`src/rtl/pulse_sequencer_pkg.sv`:
```
// Shared types for the pulse sequencer: FSM state encoding.
package pulse_sequencer_pkg;

  typedef enum logic [1:0] {
    ST_IDLE   = 2'd0,
    ST_DELAY  = 2'd1,
    ST_ACTIVE = 2'd2,
    ST_GAP    = 2'd3
  } state_t;

endpackage

```
`src/rtl/load_down_counter.sv`:
```
// Loadable down-counter; expired is combinational from the registered count (count==0).
// Holds at zero until the next load; load has priority over enable.
module load_down_counter #(
  parameter int WIDTH = 16
) (
  input  logic             clock,
  input  logic             reset,
  input  logic             load,
  input  logic [WIDTH-1:0] load_value,
  input  logic             enable,
  output logic             expired
);

  localparam logic [WIDTH-1:0] ONE = {{(WIDTH-1){1'b0}}, 1'b1};

  logic [WIDTH-1:0] count;

  always_ff @(posedge clock or posedge reset) begin
    if (reset) begin
      count <= '0;
    end else if (load) begin
      count <= load_value;
    end else if (enable && (count != '0)) begin
      count <= count - ONE;
    end
  end

  assign expired = (count == '0);

endmodule

```
`src/rtl/pulse_sequencer.sv`:
```
// Runtime-programmable pulse-train generator: delay, then N pulses of width/gap, selectable polarity.
// All outputs registered; start accepted only when idle and not busy, abort wins over everything.
module pulse_sequencer
  import pulse_sequencer_pkg::*;
#(
  parameter int CNT_WIDTH = 16,
  parameter int REP_WIDTH = 8
) (
  input  logic                 clock,
  input  logic                 reset,
  input  logic                 start,
  input  logic                 abort,
  input  logic [CNT_WIDTH-1:0] cfg_delay,
  input  logic [CNT_WIDTH-1:0] cfg_width,
  input  logic [CNT_WIDTH-1:0] cfg_gap,
  input  logic [REP_WIDTH-1:0] cfg_repeat,
  input  logic                 cfg_polarity,
  output logic                 pulse,
  output logic                 busy,
  output logic                 done,
  output logic [REP_WIDTH-1:0] pulse_index
);

  localparam logic [CNT_WIDTH-1:0] CNT_ONE = {{(CNT_WIDTH-1){1'b0}}, 1'b1};
  localparam logic [REP_WIDTH-1:0] REP_ONE = {{(REP_WIDTH-1){1'b0}}, 1'b1};

  state_t               state;
  state_t               state_d;
  logic                 accept;
  logic                 inc_index;
  logic                 final_pulse;
  logic                 cnt_load;
  logic                 cnt_expired;
  logic [CNT_WIDTH-1:0] cnt_value;
  logic [CNT_WIDTH-1:0] width_sel;
  logic [CNT_WIDTH-1:0] width_q;
  logic [CNT_WIDTH-1:0] gap_q;
  logic [REP_WIDTH-1:0] repeat_q;
  logic                 polarity_q;
  logic                 polarity_next;

  // Phase length minus one, with a zero length behaving as one cycle.
  function automatic logic [CNT_WIDTH-1:0] phase_load(input logic [CNT_WIDTH-1:0] len);
    return (len == '0) ? '0 : len - CNT_ONE;
  endfunction

  assign final_pulse = (repeat_q != '0) && (pulse_index == repeat_q - REP_ONE);

  always_ff @(posedge clock or posedge reset) begin
    if (reset) begin
      state <= ST_IDLE;
    end else begin
      state <= state_d;
    end
  end

  always_comb begin
    state_d   = state;
    accept    = 1'b0;
    inc_index = 1'b0;
    case (state)
      ST_IDLE: begin
        // busy is still high on the edge that raises done; starts there are dropped
        if (start && !busy) begin
          accept  = 1'b1;
          state_d = (cfg_delay != '0) ? ST_DELAY : ST_ACTIVE;
        end
      end
      ST_DELAY: begin
        if (cnt_expired) state_d = ST_ACTIVE;
      end
      ST_ACTIVE: begin
        if (cnt_expired) state_d = final_pulse ? ST_IDLE : ST_GAP;
      end
      ST_GAP: begin
        if (cnt_expired) begin
          state_d   = ST_ACTIVE;
          inc_index = 1'b1;
        end
      end
      default: state_d = ST_IDLE;
    endcase
    if (abort) begin
      state_d   = ST_IDLE;
      accept    = 1'b0;
      inc_index = 1'b0;
    end
  end

  // One counter serves every phase; it is reloaded whenever the state changes.
  always_comb begin
    cnt_load      = (state_d != state);
    width_sel     = accept ? cfg_width : width_q;
    polarity_next = accept ? cfg_polarity : polarity_q;
    case (state_d)
      ST_DELAY:  cnt_value = cfg_delay - CNT_ONE;
      ST_ACTIVE: cnt_value = phase_load(width_sel);
      ST_GAP:    cnt_value = phase_load(gap_q);
      default:   cnt_value = '0;
    endcase
  end

  load_down_counter #(
    .WIDTH(CNT_WIDTH)
  ) u_phase_cnt (
    .clock      (clock),
    .reset      (reset),
    .load       (cnt_load),
    .load_value (cnt_value),
    .enable     (1'b1),
    .expired    (cnt_expired)
  );

  // Outputs trail the state by one edge, except abort which clears them on its own edge.
  always_ff @(posedge clock or posedge reset) begin
    if (reset) begin
      pulse       <= 1'b0;
      busy        <= 1'b0;
      done        <= 1'b0;
      pulse_index <= '0;
      polarity_q  <= 1'b1;
      width_q     <= '0;
      gap_q       <= '0;
      repeat_q    <= '0;
    end else begin
      pulse <= ((state == ST_ACTIVE) && !abort) ? polarity_q : ~polarity_next;
      busy  <= !abort && (state != ST_IDLE);
      done  <= !abort && (state == ST_IDLE) && busy;
      if (accept) begin
        polarity_q  <= cfg_polarity;
        width_q     <= cfg_width;
        gap_q       <= cfg_gap;
        repeat_q    <= cfg_repeat;
        pulse_index <= '0;
      end else if (inc_index) begin
        pulse_index <= pulse_index + REP_ONE;
      end
    end
  end

endmodule

```
`config.mk`:
```
export PLATFORM = sky130hd
export DESIGN_NAME = pulse_sequencer
export DESIGN_NICKNAME = d
export VERILOG_FILES = /design/src/rtl/pulse_sequencer_pkg.sv /design/src/rtl/load_down_counter.sv /design/src/rtl/pulse_sequencer.sv
export SDC_FILE = /design/constraint.sdc
export NUM_CORES = 1
export LEC_CHECK = 0
export ABC_AREA = 1
export CORE_MARGIN = 1.5
export CORE_UTILIZATION = 30
export CTS_BUF_LIST = sky130_fd_sc_hd__clkbuf_8 sky130_fd_sc_hd__clkbuf_16
export CTS_CLUSTER_SIZE = 12
export DETAILED_ROUTE_END_ITERATION = 6
export GPL_ROUTABILITY_DRIVEN = 1
export HOLD_SLACK_MARGIN = 0.15
export PLACE_DENSITY = 0.53
export SLEW_MARGIN = 10
export SYNTH_ARGS = -nofsm -noshare
export SYNTH_HDL_FRONTEND = slang
export SYNTH_SLANG_ARGS = --single-unit
```
`constraint.sdc`:
```
create_clock -name clock -period 2.1 [get_ports clock]
set_clock_uncertainty 0.05 [all_clocks]
set_input_delay 0.21 -clock clock [delete_from_list [all_inputs] [get_ports clock]]
set_output_delay 0.21 -clock clock [all_outputs]
set_load 0.005 [all_outputs]
```
==> metrics.md <==
| Metric | Value |
|---|---|
| Final Critical Period | 2.42 ns |
| Hold Crit Class | in -> reg |
| Synthesized cell area | 5440 sq um |
| Antenna Cells | 0 |
| WL/cell | between 10 and 15 um |
| Area contributors post-synth | dfrtp_1 32%, nand2_1 16%, nand3_1 7.5% |
| Antenna-violating nets left | 0 |
| PwrDens | between 800 and 900 nW/um^2 |
| Area post-placement | 7520 sq um |
| Final hold vios | 0 |
| Failing checks | negative setup slack |
| Fin. max-slew vios | 0 |
| Gate Count Post-Synth | a little under 800 |
| Clock tree root buffer cell | clkbuf_16 |
| Initial antenna violation count | 0 |
| Least-Margin Pin Slew | 0.424 ns |
| Worst setup EP type | flip-flop |
| H-Tree Depth | 3 |
| Synth cell types | 37 |
| Area growth, synth to finish | 56.5% |
| Worst Hold End | gap_q[7] |
| Arr. time, crit path | about 2.6 ns |
| Status | finished, violations left |
| FF-to-FF Start | repeat_q[1] |
| Yosys warns | 0 |
| Height of the chip | about 140 um |
| Flop2flop setup slack | -0.32 ns |
| Synthesized net count | 860 |
| Clock slew at reported path FFs | approximately 0.06 ns |
| #FFs+latches synth | 70 |
| Post-route DRC | 0 |
| Number of port buffers | 71 |
| Hpwl dp | 12600 um |
| RSZ-0062 raised after global routing | true |
| Reg area | between 1500 and 2000 sq um |
| FF-to-FF path depth | 18 |
| F_max | about 0.41 GHz |
| Max-slew headroom | 0.717 |
| Clock Tree Buf Depth | 2 |
| Global-route wire length before repair | ~27000 um |
| DR vias/cell | about 4.5 |
| Nets | approximately 1100 |
| Fin crit share | 1.15 |
| Worst EP required | around 2.3 ns |
| Yosys top cell by area | dfrtp_1 |
| Rows | slightly below 50 |
| Fraction of layout cells with a size suffix above 1 | 0.330 |
| CP Launch Type | flip-flop |
| Total gr overflow | 0 |
| Sink count of the clock tree | 70 |
| Router iterations before antenna repair | 4 |
| Hold Path Depth | 3 |
| Starting Density | 0.305 |
| Vias in the first global route | 5590 |
| Gr usage total | 0.183 |
| CP max FO | 5 |
| Die width | roughly 140 um |
| Total CTS buffers | 9 |
| HP Start | cfg_gap[7] |
| Register area share after synthesis | 0.322 |
| Synth Area per Inst | a little under 7 sq um |
| Clk Latency, worst-skew pair | ~0.34 ns |
| I/O pin total | between 70 and 80 |
| Final setup vio count | 18 |
| Routability congestion estimate | roughly 0.88 |
| Final Cell Area | approximately 8500 sq um |
| Critical path class | reg -> reg |
| Maximum VDD drop | between 0.0004 and 0.0005 V |
| Initial DRC count | 239 |
| Pin count of the biggest net entering global routing | 43 |
| Static Leak | around 4 nW |
| Routed vias | approximately 5600 |
| CTS tree | yes |
| DP Worst Slack | -0.636 ns |
| Final wirelength | between 15000 and 20000 um |
| Worst reg2reg path endpoint | u_phase_cnt.count[9] |
| FILL cells | ~1800 |
| Total die area | between 15000 and 20000 sq um |
| Multi-input gate area | between 3000 and 4000 sq um |
| Max-cap viol count | 0 |
| Synth top area share | 0.318 |
| Setup ws final | -0.317 ns |
| Placeable Area | ~18000 sq um |
## timing repair
| action | CTS | global route |
|---|---|---|
| endpoints found under the hold margin | 4 | 0 |
| pin swaps | 22 | 46 |
| buffers inserted | 15 | 9 |
| gates cloned | 3 | 2 |
| gates resized for setup | 55 | 51 |
| setup endpoints to repair | 20 | 21 |
| hold buffers | 1 | 0 |
## kinds of logic after synthesis
kind of cell,count (synthesis),share of synthesized area
AO/OA/AOI/OAI,65,0.0755
flip-flops,70,0.322
AND/OR/NAND/NOR,482,0.410
XOR/XNOR,49,0.0789
adder cells (fa/ha/maj),8,0.0184
buffers and inverters,117,0.0951
## cell usage in the layout (no fill, tap or decap), types with 20 or more instances in the layout
master           count
nand3_1             69
nor2_2              22
nand2_1            209
inv_2               20
xor2_1              33
nand2_2             29
nor2_1              74
buf_4              150
clkdlybuf4s50_1     68
inv_1               75
dfrtp_1             68
## power by group
group	leakage (nW)	switching, mW	internal, mW
logic	3.04	1.91	1.80
registers	0.880	0.246	1.70
clock network	0.146	0.587	0.887
## worst max path at each step
stage	from	to	slack [ns]	depth (start not counted)
3_3_place_gp	start	u_phase_cnt.count[13]	-0.61	19
2_1_floorplan	repeat_q[0]	u_phase_cnt.count[10]	-0.13	17
3_5_place_dp	start	u_phase_cnt.count[13]	-0.64	19
5_1_grt	repeat_q[1]	u_phase_cnt.count[9]	-0.47	18
6_report	repeat_q[1]	u_phase_cnt.count[9]	-0.32	18
4_1_cts	state[1]	u_phase_cnt.count[10]	-0.23	15
## synth_stat cells
master and number:
nand3_4 2, dfstp_2 1, nand2_1 230, nor4_1 4, o31ai_1 1, nand3_2 3, nor2_8 1, inv_1 84
o21ai_0 22, buf_6 7, o21ai_1 2, nand2_2 12, nand4_1 17, buf_8 1, nand3b_1 2, nor4_2 1
xnor2_1 15, o21ai_2 6, xor2_1 34, o21ai_4 1, buf_4 1, inv_2 10, dfrtp_1 69, ha_1 8
nor2_2 12, a21oi_1 19, o21a_1 1, nor3_1 14, nand3_1 82, a21oi_2 12, a31oi_1 1, buf_2 8
nand2_8 1, nor2_4 9, clkbuf_1 6, nand2_4 3, nor2_1 89
## stage by stage
step	util	power, mW	std cells	hold slack, ns	setup TNS (ns)
after detailed placement	0.421	5.20	1212	0.448	-10.28
after CTS	0.460	6.99	1247	0.338	-3.42
after global routing	0.477	7.67	1258	0.359	-7.35
after global placement	0.421	5.18	1212	0.433	-9.62
final	0.477	7.13	1258	0.347	-4.38
after floorplan	-	3.86	791	0.226	-1.48
## worst max-delay path, stage by stage (launching register included)
cell and delay [ns]:
dfrtp_1 0.38, inv_2 0.08, ha_4 0.15, nand2_2 0.07, nor2_1 0.09, nand2_1 0.07
a21oi_2 0.14, nand3_2 0.11, nor2_4 0.14, nand3_2 0.08, nand2_2 0.11, nand2_4 0.09
nand2_2 0.07, nand2_2 0.07, buf_6 0.12, nand3_4 0.12, buf_4 0.15, nand2_1 0.10
a21oi_2 0.15
## layout make-up
class	count	area share
tap	229	0.0337
timing repair buffer	244	0.265
inverter	94	0.0415
multi-input combinational	605	0.419
clock inverter	4	0.00250
sequential	70	0.206
clock buffer	12	0.0313
## per-layer routing
metal	wire [um]	global-route usage	vias to the layer above	share of wire
li1	-	-	2977	-
met1	7800	0.238	2587	0.48
met2	7990	0.317	68	0.49
met3	463	0.0305	8	0.028
met4	141	0.0404	0	0.0086
met5	0	0	-	0
## state kept, by name, indices dropped and copies added (netlist names)
| name | count |
|---|---|
| gap_q | 16 |
| u_phase_cnt.count | 16 |
| width_q | 16 |
| pulse_index | 8 |
| repeat_q | 8 |
| state | 2 |
| busy | 1 |
| done | 1 |
| polarity_q | 1 |
| pulse | 1 |
Note: power is estimated with default switching activity, not from simulation.
